[config.mk]
export PLATFORM = sky130hd
export DESIGN_NAME = zero_pattern_gen_flat
export DESIGN_NICKNAME = d
export VERILOG_FILES = /design/src/rtl/zero_pattern_gen_if.sv /design/src/rtl/zero_pattern_gen.sv /design/src/flat_wrapper.sv
export SDC_FILE = /design/constraint.sdc
export NUM_CORES = 1
export LEC_CHECK = 0
export CORE_MARGIN = 2
export CORE_UTILIZATION = 53
export DETAILED_ROUTE_END_ITERATION = 10
export PLACE_DENSITY_LB_ADDON = 0.2
export SYNTH_ARGS = -nofsm -noshare
export SYNTH_HDL_FRONTEND = slang
export SYNTH_SLANG_ARGS = --single-unit
[constraint.sdc]
create_clock -name clk -period 4.7 [get_ports clk]
set_input_delay 1.41 -clock clk [delete_from_list [all_inputs] [get_ports clk]]
set_output_delay 1.41 -clock clk [all_outputs]
set_load 0.05 [all_outputs]
[src/rtl/zero_pattern_gen_if.sv]
// ----------------------------------------------------------------------------
// zero_pattern_gen_if
//   Valid/ready pattern stream produced by zero_pattern_gen.
//   Signals:
//     out_data   WIDTH  current pattern, held while out_valid && !out_ready
//     out_valid  1      out_data is valid
//     out_ready  1      sink accepts out_data this cycle
//   Modports:
//     master  pattern source (drives data/valid, samples ready)
//     slave   pattern sink   (samples data/valid, drives ready)
// ----------------------------------------------------------------------------
interface zero_pattern_gen_if #(
    parameter int WIDTH = 8
);
    logic [WIDTH-1:0] out_data;
    logic             out_valid;
    logic             out_ready;

    modport master (output out_data, output out_valid, input  out_ready);
    modport slave  (input  out_data, input  out_valid, output out_ready);
endinterface

[src/rtl/zero_pattern_gen.sv]
// ----------------------------------------------------------------------------
// zero_pattern_gen
//   Given a requested zero count, streams every WIDTH-bit value that contains
//   exactly that many 0 bits, in ascending order, over a valid/ready stream.
//   One candidate is examined per cycle; a matching candidate is held on the
//   stream until the sink takes it.
//   Ports:
//     clk      in   rising-edge clock
//     rst_n    in   asynchronous active-low reset
//     start    in   request a new enumeration (sampled only in IDLE)
//     zeros    in   requested zero count, latched on an accepted start
//     busy     out  high while scanning or emitting
//     done     out  one-cycle pulse when the enumeration completes
//     error    out  one-cycle pulse after a start with zeros > WIDTH
//     total    out  patterns handed over in the current/last run
//     out_if   master side of the pattern stream (data/valid/ready)
// ----------------------------------------------------------------------------
module zero_pattern_gen #(
    parameter  int WIDTH = 8,
    localparam int CNT_W = $clog2(WIDTH + 1)
) (
    input  logic             clk,
    input  logic             rst_n,
    input  logic             start,
    input  logic [CNT_W-1:0] zeros,
    output logic             busy,
    output logic             done,
    output logic             error,
    output logic [WIDTH-1:0] total,
    zero_pattern_gen_if.master out_if
);

    localparam logic [1:0] S_IDLE = 2'd0;
    localparam logic [1:0] S_SCAN = 2'd1;
    localparam logic [1:0] S_EMIT = 2'd2;
    localparam logic [1:0] S_DONE = 2'd3;

    localparam logic [CNT_W-1:0] MAX_ZEROS = CNT_W'(WIDTH);

    logic [1:0]       r_state;
    logic [WIDTH-1:0] r_cand;
    logic [CNT_W-1:0] r_target;
    logic [WIDTH-1:0] r_data;
    logic             r_valid;
    logic             r_error;
    logic [WIDTH-1:0] r_total;

    logic             w_match;
    logic             w_last;
    logic             w_handshake;

    function automatic logic [CNT_W-1:0] f_zero_count(input logic [WIDTH-1:0] value);
        logic [CNT_W-1:0] cnt;
        // NOTE: the accumulator is given a value before the loop; a variable
        // that is only conditionally written in combinational code infers a latch.
        cnt = '0;
        for (int i = 0; i < WIDTH; i++) begin
            cnt = cnt + {{(CNT_W-1){1'b0}}, ~value[i]};
        end
        return cnt;
    endfunction

    assign w_match     = (f_zero_count(r_cand) == r_target);
    // The scan stops on the all-ones candidate instead of letting cand wrap.
    assign w_last      = (r_cand == {WIDTH{1'b1}});
    assign w_handshake = r_valid && out_if.out_ready;

    // NOTE: every register here uses non-blocking assignments so that all
    // next-state decisions read the values from before this clock edge.
    always_ff @(posedge clk or negedge rst_n) begin
        if (!rst_n) begin
            r_state  <= S_IDLE;
            r_cand   <= '0;
            r_target <= '0;
            r_data   <= '0;
            r_valid  <= 1'b0;
            r_error  <= 1'b0;
            r_total  <= '0;
        end else begin
            r_error <= 1'b0;
            case (r_state)
                S_IDLE: begin
                    if (start) begin
                        if (zeros <= MAX_ZEROS) begin
                            r_target <= zeros;
                            r_cand   <= '0;
                            r_total  <= '0;
                            r_state  <= S_SCAN;
                        end else begin
                            r_error  <= 1'b1;
                        end
                    end
                end
                S_SCAN: begin
                    if (w_match) begin
                        r_data  <= r_cand;
                        r_valid <= 1'b1;
                        r_state <= S_EMIT;
                    end else if (w_last) begin
                        r_state <= S_DONE;
                    end else begin
                        r_cand  <= r_cand + WIDTH'(1);
                    end
                end
                S_EMIT: begin
                    // Data and valid stay frozen until the sink accepts.
                    if (w_handshake) begin
                        r_total <= r_total + WIDTH'(1);
                        r_valid <= 1'b0;
                        if (w_last) begin
                            r_state <= S_DONE;
                        end else begin
                            r_cand  <= r_cand + WIDTH'(1);
                            r_state <= S_SCAN;
                        end
                    end
                end
                S_DONE: begin
                    r_state <= S_IDLE;
                end
                default: begin
                    r_state <= S_IDLE;
                end
            endcase
        end
    end

    assign busy             = (r_state == S_SCAN) || (r_state == S_EMIT);
    assign done             = (r_state == S_DONE);
    assign error            = r_error;
    assign total            = r_total;
    assign out_if.out_data  = r_data;
    assign out_if.out_valid = r_valid;

endmodule
[src/flat_wrapper.sv]
// flat-port wrapper written by rule: the top's interface ports become plain ports
module zero_pattern_gen_flat 
#(
    parameter  int WIDTH = 8,
    localparam int CNT_W = $clog2(WIDTH + 1)
)
  (clk, rst_n, start, zeros, busy, done, error, total, out_if_out_data, out_if_out_valid, out_if_out_ready);
  zero_pattern_gen_if #(.WIDTH(WIDTH)) out_if_i ();
  input  logic clk;
  input  logic rst_n;
  input  logic start;
  input  logic [CNT_W-1:0] zeros;
  output logic busy;
  output logic done;
  output logic error;
  output logic [WIDTH-1:0] total;
  output wire logic [$bits(out_if_i.out_data)-1:0] out_if_out_data;
  output wire logic [$bits(out_if_i.out_valid)-1:0] out_if_out_valid;
  input wire logic [$bits(out_if_i.out_ready)-1:0] out_if_out_ready;
  assign out_if_out_data = out_if_i.out_data;
  assign out_if_out_valid = out_if_i.out_valid;
  assign out_if_i.out_ready = out_if_out_ready;
  zero_pattern_gen #(.WIDTH(WIDTH)) u_core (.clk(clk), .rst_n(rst_n), .start(start), .zeros(zeros), .busy(busy), .done(done), .error(error), .total(total), .out_if(out_if_i));
endmodule
==> results.md, run 1 <==
- Largest family of logic cells by synthesized area: simple AND/OR/NAND/NOR gates
- CTS Root Cell: clkbuf_4
- Antenna diodes: 0
- Simple-gate share of the synthesized area: about a fifth
- Critical path required time: 4.92 ns
- Fin Clk Skew: roughly 0.01 ns
- Number of synthesized flops with an enable pin: 0
- Global-route wire length before repair: roughly 7 mm
- Drt first pass iters: 4
- Detail-routed net length per standard cell: 15.28 um
- Die Y: ~63 um
- GRT Overall Usage: between 20% and 30%
- DRC viols: 0
- Die area: 3975 sq um
- Largest net degree at the start of global routing: 33
- Yosys reg bits: 32
- Post-detail-place hpwl: 3.193 mm
- Commonest cells after routing, fill and taps aside: 32 x dfrtp_1, 27 x clkdlybuf4s50_1, 25 x nand2_1
- Compound-Gate Fraction of Synth Area: 14.35%
- TritonCTS Buffers: 5
- Hold Crit Class: register to register
- Average cell area after synthesis: 9.830 sq um
- Core region area: 3337 sq um
- CTS hold repair buffers: 0
- Finished Cell Area: 2248 sq um
- Starting density of the core: 55.38%
- Yosys warnings: 0
- CTS tree: done
- Placed Cells incl. Taps: 259
- Leakage power: ~1 nW
- Synth Net Count: ~210
- Fin nets: 241
- CTS max path bufs: 2
- Async SR Flop Fraction: 100.0%
- Starting DRT DRC Count: between 60 and 70
- Seq/Total Area, Yosys: 43.33%
- Fin. max-slew vios: 0
- Number of global-route vias before repair: 1518
- Die Wd: 63.05 um
- Pwr dens: about 730 nW/um^2
- Mux contribution to synthesized area: 3.588%
- Port Buffers: 27
- Cts repair resizes: 0
- Share of the synthesized area in the top cell type: 43.33%
- Vias/cell: 5.670
- GRT overflow: 0
- Worst slew margin: 65.35%
- Post-Synth XOR/XNOR Area: around 4.7%
- Mapped Cells: 188
- Post-CTS setup buffers: 0
- RSZ-0062 raised after global routing: false
- Placed inst area: 2172 sq um
- Share of layout cells above drive strength 1: 9.502%
- # rows: 21
- Pwr Total: 1.652 mW
- Critical-path maximum fanout: 15
- Skew-Pair Late Insertion Delay: 0.33 ns
- Netlist cell types: 38
- Main synth FF type: dfrtp_1
- Synth area leaders: dfrtp_1 43%, ha_1 6.1%, nand2_1 5.1%, o21ai_0 4.6%, fa_1 4.3%
- Antenna violations before repair: 0
- CTS H-tree depth: 2
- Final GP Congestion: about 0.86
- Via count: 1514
- P&R area growth vs syn: 21.67%
- Worst Tran Pin Value: 0.5181 ns
- Max Cap Violations: 0
- Final setup fails: 0
- Clk sinks: 32
- Synthesized area: 1848 sq um
- Most common cell after layout, fill and taps aside: dfrtp_1
- Synth Area in Adders: about a tenth
- Min Tclk post-route: 4.208 ns
- Max IR drop VDD: approximately 430 uV
- Crit Path Class: register to register
- Setup crit start kind: register
- Post-Route Setup TNS: 0 ns
- Tcrit/Tclk final: 89.52%
- Hold Fails Final Rpt: 0
- F_max: 0.2377 GHz
- Final ANT Viol Nets: 0
- Top-level port count: 28
- CTS clock-pin slew for the worst setup and hold paths: approximately 0.10 ns
- # fillers: 273
- Worst setup EP type: register
- Synth area leader: dfrtp_1
- Status: complete, no violations
- Data arrival, critical path: between 4 and 5 ns
- Final WL: between 4 and 5 mm
- Finished Layout Cells: 267
## worst max-delay path, stage by stage, from the launching register on
cell,delay (ns)
dfrtp_1,0.39
inv_1,0.10
ha_1,0.34
fa_1,0.49
fa_1,0.51
inv_1,0.05
fa_1,0.46
fa_1,0.40
xor2_1,0.18
xnor2_1,0.17
nor3_2,0.07
nand3_1,0.10
buf_4,0.19
nand3_1,0.26
a211o_1,0.37
## stage by stage
stage          util [%]  setup slack [ns]  hold slack [ns]
6_report          67.38            0.4925           0.4930
5_1_grt           67.38            0.2991           0.5292
4_1_cts           67.38            0.4924           0.5017
3_5_place_dp      65.09            0.5264           0.4793
3_3_place_gp      65.09            0.6848           0.4699
2_1_floorplan         -            0.9023           0.4801
## worst paths after layout
check	slack, ns	start	cells past startpoint	to
min	0.49	u_core.out_if.out_data[7]	2	u_core.out_if.out_data[7]
max	0.49	u_core.r_cand[0]	14	u_core.r_cand[5]
min in group asynchronous	1.46	rst_n	2	u_core.r_target[3]
max in group asynchronous	2.94	rst_n	2	u_core.r_cand[7]
max reg2reg	0.49	u_core.r_cand[0]	14	u_core.r_cand[5]
min reg2reg	0.49	u_core.out_if.out_data[7]	2	u_core.out_if.out_data[7]
## cell usage after synthesis (all sizes together), types with 4 or more instances
cell	number
ha	9
inv	16
dfrtp	32
nand3	11
nand2	26
nor2	7
xnor2	4
xor2	6
and3	5
a21oi	5
o21ai	17
mux2	5
nor2b	6
fa	4
## power by group
group          internal [mW]  leakage [nW]  switching (mW)
Clock                  0.111        0.0422          0.0921
Combinational          0.379         0.537           0.620
Sequential             0.362         0.423          0.0870
## flip-flops by register name (all words and copies together), names as in the netlist
signal / cells
u_core.out_if.out_data: 8
u_core.r_cand: 8
u_core.total: 8
u_core.r_target: 4
u_core.r_state: 2
u_core.error: 1
u_core.out_if.out_valid: 1
## layout make-up
class | instances | area, sq um | share of cell area, %
clock buffers | 6 | 41.29 | 1.836
clock inverters | 2 | 35.03 | 1.558
inverters | 16 | 60.06 | 2.671
multi-input cells | 136 | 968.4 | 43.07
flip-flops and latches | 32 | 800.8 | 35.61
well taps | 46 | 57.56 | 2.560
repair buffers | 29 | 285.3 | 12.69
## cell families after synthesis
| group | after synthesis |
|---|---|
| AOI/OAI and AO/OA | 39 |
| DFF | 32 |
| adders and majority gates | 13 |
| buffers and inverters | 20 |
| xor gates and xnor gates | 10 |
| and+or+nand+nor | 68 |
| muxes | 6 |
## metal layers
metal,wire length [um],share of wire (%),track usage [%]
met5,0,0,0
met4,129,3.2,10.00
met3,158,3.9,5.000
met2,2168,53,41.09
met1,1622,40,26.36
Note: power is estimated with default switching activity, not from simulation.
==> inputs of run 2 (changes only) <==
--- a/config.mk
+++ b/config.mk
@@ -6,7 +6,7 @@
 export NUM_CORES = 1
 export LEC_CHECK = 0
 export CORE_MARGIN = 2
-export CORE_UTILIZATION = 53
+export CORE_UTILIZATION = 34
 export DETAILED_ROUTE_END_ITERATION = 10
 export PLACE_DENSITY_LB_ADDON = 0.2
 export SYNTH_ARGS = -nofsm -noshare
==> run 2 against run 1 <==
Wire length shrank 6.1%. Sequential share of layout area is 0.72 points lower. Clock power grew 7%. Utilization is 23 points lower. Hold slack worse by 0.015 ns. Register-to-register slack improved by 0.09 ns. Critical path depth shrank 1. Non-clock buffer count unchanged. Power up 0.23%. Global-route usage fell by 8.9 points. Largest cell class unchanged.
==> results.md, run 2 (synthesis results as in run 1) <==
- Status: complete, no violations
- Share of layout cells above drive strength 1: under 10%
- Drt first pass iters: 4
- DRC viols: 0
- M1 WL: 1.799 mm
- Fin nets: 241
- Post-Route Setup TNS: 0 ns
- Pwr Total: 1.656 mW
- Detail-routed net length per standard cell: 13.16 um
- Final ANT Viol Nets: 0
- Largest net degree at the start of global routing: 33
- CP most frequent cell: fa_1
- Worst Tran Pin Value: around 0.50 ns
- Setup crit start kind: register
- P&R area growth vs syn: 24.17%
- Met3 wire len: 159 um
- Via count: 1467
- Hold_ws: 0.4778 ns
- Tcrit/Tclk final: 87.50%
- Max layer used: met4
- CTS hold repair buffers: 0
- Pint: 0.8593 mW
- Clk sinks: 32
- Most common cell after layout, fill and taps aside: dfrtp_1
- Finished Cell Area: 2295 sq um
- Cts repair resizes: 0
- Critical path required time: 4.88 ns
- Worst Setup SP: u_core.r_cand[0]
- Placed inst area: 2202 sq um
- Hold Fails Final Rpt: 0
- Antenna violations before repair: 0
- Data arrival, critical path: 4.29 ns
- CP cell instances: inv_1 -> ha_1 -> fa_1 -> fa_1 -> inv_1 -> fa_1 -> fa_1 -> xor2_1 -> xnor2_1 -> nor3_2 -> and3_1 -> nor3_1 -> mux2_2
- Routed length on met2: 1.795 mm
- Post-detail-place hpwl: ~2.9 mm
- CTS H-tree depth: 2
- Area occupied by multi-input gates: 968.4 sq um
- Number of global-route vias before repair: 1410
- Post-CTS setup buffers: 0
- Worst slew margin: between 60% and 70%
- Fin Clk Skew: 0.006432 ns
- TritonCTS Buffers: 5
- Final WL: 3.829 mm
- CTS Root Cell: clkbuf_8
- Reg2Reg Depth: 13
- Worst path buffer plus inverter count: 2
- Sw Ratio: 48.11%
- Reg-to-reg startpoint: u_core.r_cand[0]
- Starting DRT DRC Count: between 100 and 150
- # rows: 26
- Critical-path maximum fanout: 11
- Slowest CP cell: fa_1
- Final core utilization: 44.36%
- Skew-Pair Late Insertion Delay: 0.29 ns
- Worst setup path endpoint: u_core.r_cand[0]
- Max Cap Violations: 0
- Starting density of the core: 35.73%
- Port Buffers: 27
- R2r endpoint: u_core.r_cand[0]
- Commonest cells after routing, fill and taps aside: 32 x dfrtp_1, 27 x clkdlybuf4s50_1, 25 x nand2_1
- # fillers: 494
- Global-route wire length before repair: 6.762 mm
- GRT Overall Usage: 14.10%
- Pwr dens: 721.6 nW/um^2
- CTS tree: done
- Die Y: 77.73 um
- RSZ-0062 raised after global routing: false
- CP max stage delay: 0.52 ns
- CTS max path bufs: 2
- Final GP Congestion: about 0.85
- FF-to-FF setup slack: just under 0.6 ns
- Worst setup EP type: register
- Flop pwr share: a little over a quarter
- Final setup fails: 0
- Max IR drop VDD: 202.2 uV
- Die Wd: approximately 78 um
- Clk pwr share: 13.2%
- Fin. max-slew vios: 0
- F_max: ~0.24 GHz
- Worst path top cell family by delay: adder cells
- Hold Crit Class: register to register
- GRT overflow: 0
- CTS clock-pin slew for the worst setup and hold paths: 0.07 ns
- P_sw: approximately 0.8 mW
- Die area: 6041 sq um
- Crit Path Class: register to register
- Core region area: approximately 5200 sq um
- Leakage power: 1.010 nW
- Top-level port count: 28
- Min Tclk post-route: just over 4 ns
- Vias/cell: 5.041
- Register Area: 800.8 sq um
- Antenna diodes: 0
- Stages on the worst setup path: 13
- Logic gate share of total power: 60.3%
run 2: changes by cell type in the layout (fill, tap and decap cells not counted), sizes merged:
cell,before,now
bufinv,1,0
clkinv,1,2
run 2: worst min path at each step:
stage | start | cells after the start | endpoint
after CTS | u_core.out_if.out_data[6] | 2 | u_core.out_if.out_data[6]
after global placement | u_core.out_if.out_data[4] | 2 | u_core.out_if.out_data[4]
after floorplan | u_core.r_target[3] | 1 | u_core.r_target[3]
after global routing | u_core.out_if.out_data[7] | 2 | u_core.out_if.out_data[7]
final | u_core.out_if.out_data[4] | 2 | u_core.out_if.out_data[4]
after detailed placement | u_core.out_if.out_data[6] | 2 | u_core.out_if.out_data[6]
run 2: layout make-up:
| cell class | count | share of cell area [%] |
|---|---|---|
| Inverter | 16 | 2.617 |
| Multi-Input combinational cell | 136 | 42.20 |
| Clock inverter | 2 | 0.4362 |
| Sequential cell | 32 | 34.90 |
| Timing Repair Buffer | 29 | 12.43 |
| Clock buffer | 6 | 3.599 |
| Tap cell | 70 | 3.817 |
run 2: power by group through the flow:
stage	Clock [mW]	Combinational, mW	Sequential (mW)
finish	0.218	0.998	0.440
global route	0.244	1.11	0.455
CTS	0.227	1.01	0.440
detailed placement	0	1.01	0.445
global placement	0	1.00	0.443
floorplan	0	0.631	0.561
run 2: stage by stage:
stage	worst slack (ns)	instances
CTS	0.5834	291
global placement	0.6503	283
global route	0.3377	291
floorplan	0.9023	188
finish	0.5874	291
detailed placement	0.5932	283
run 2: worst reg2reg max path, stage by stage (launching register included):
cell	delay [ns]
dfrtp_1	0.40
inv_1	0.14
ha_1	0.28
fa_1	0.48
fa_1	0.52
inv_1	0.06
fa_1	0.45
fa_1	0.39
xor2_1	0.18
xnor2_1	0.14
nor3_2	0.16
and3_1	0.42
nor3_1	0.12
mux2_2	0.27
run 2: metal layers:
metal,global-route usage [%],vias to the layer above
li1,-,717
met5,0,-
met4,5.893,0
met1,19.59,705
met3,3.488,7
met2,20.86,38
==> inputs of run 3 (changes only) <==
--- a/config.mk
+++ b/config.mk
@@ -12,3 +12,4 @@
 export SYNTH_ARGS = -nofsm -noshare
 export SYNTH_HDL_FRONTEND = slang
 export SYNTH_SLANG_ARGS = --single-unit
+export TNS_END_PERCENT = 30
==> results of run 3 <==
No change in the layout: final DEF, timing and power equal those of run 2.
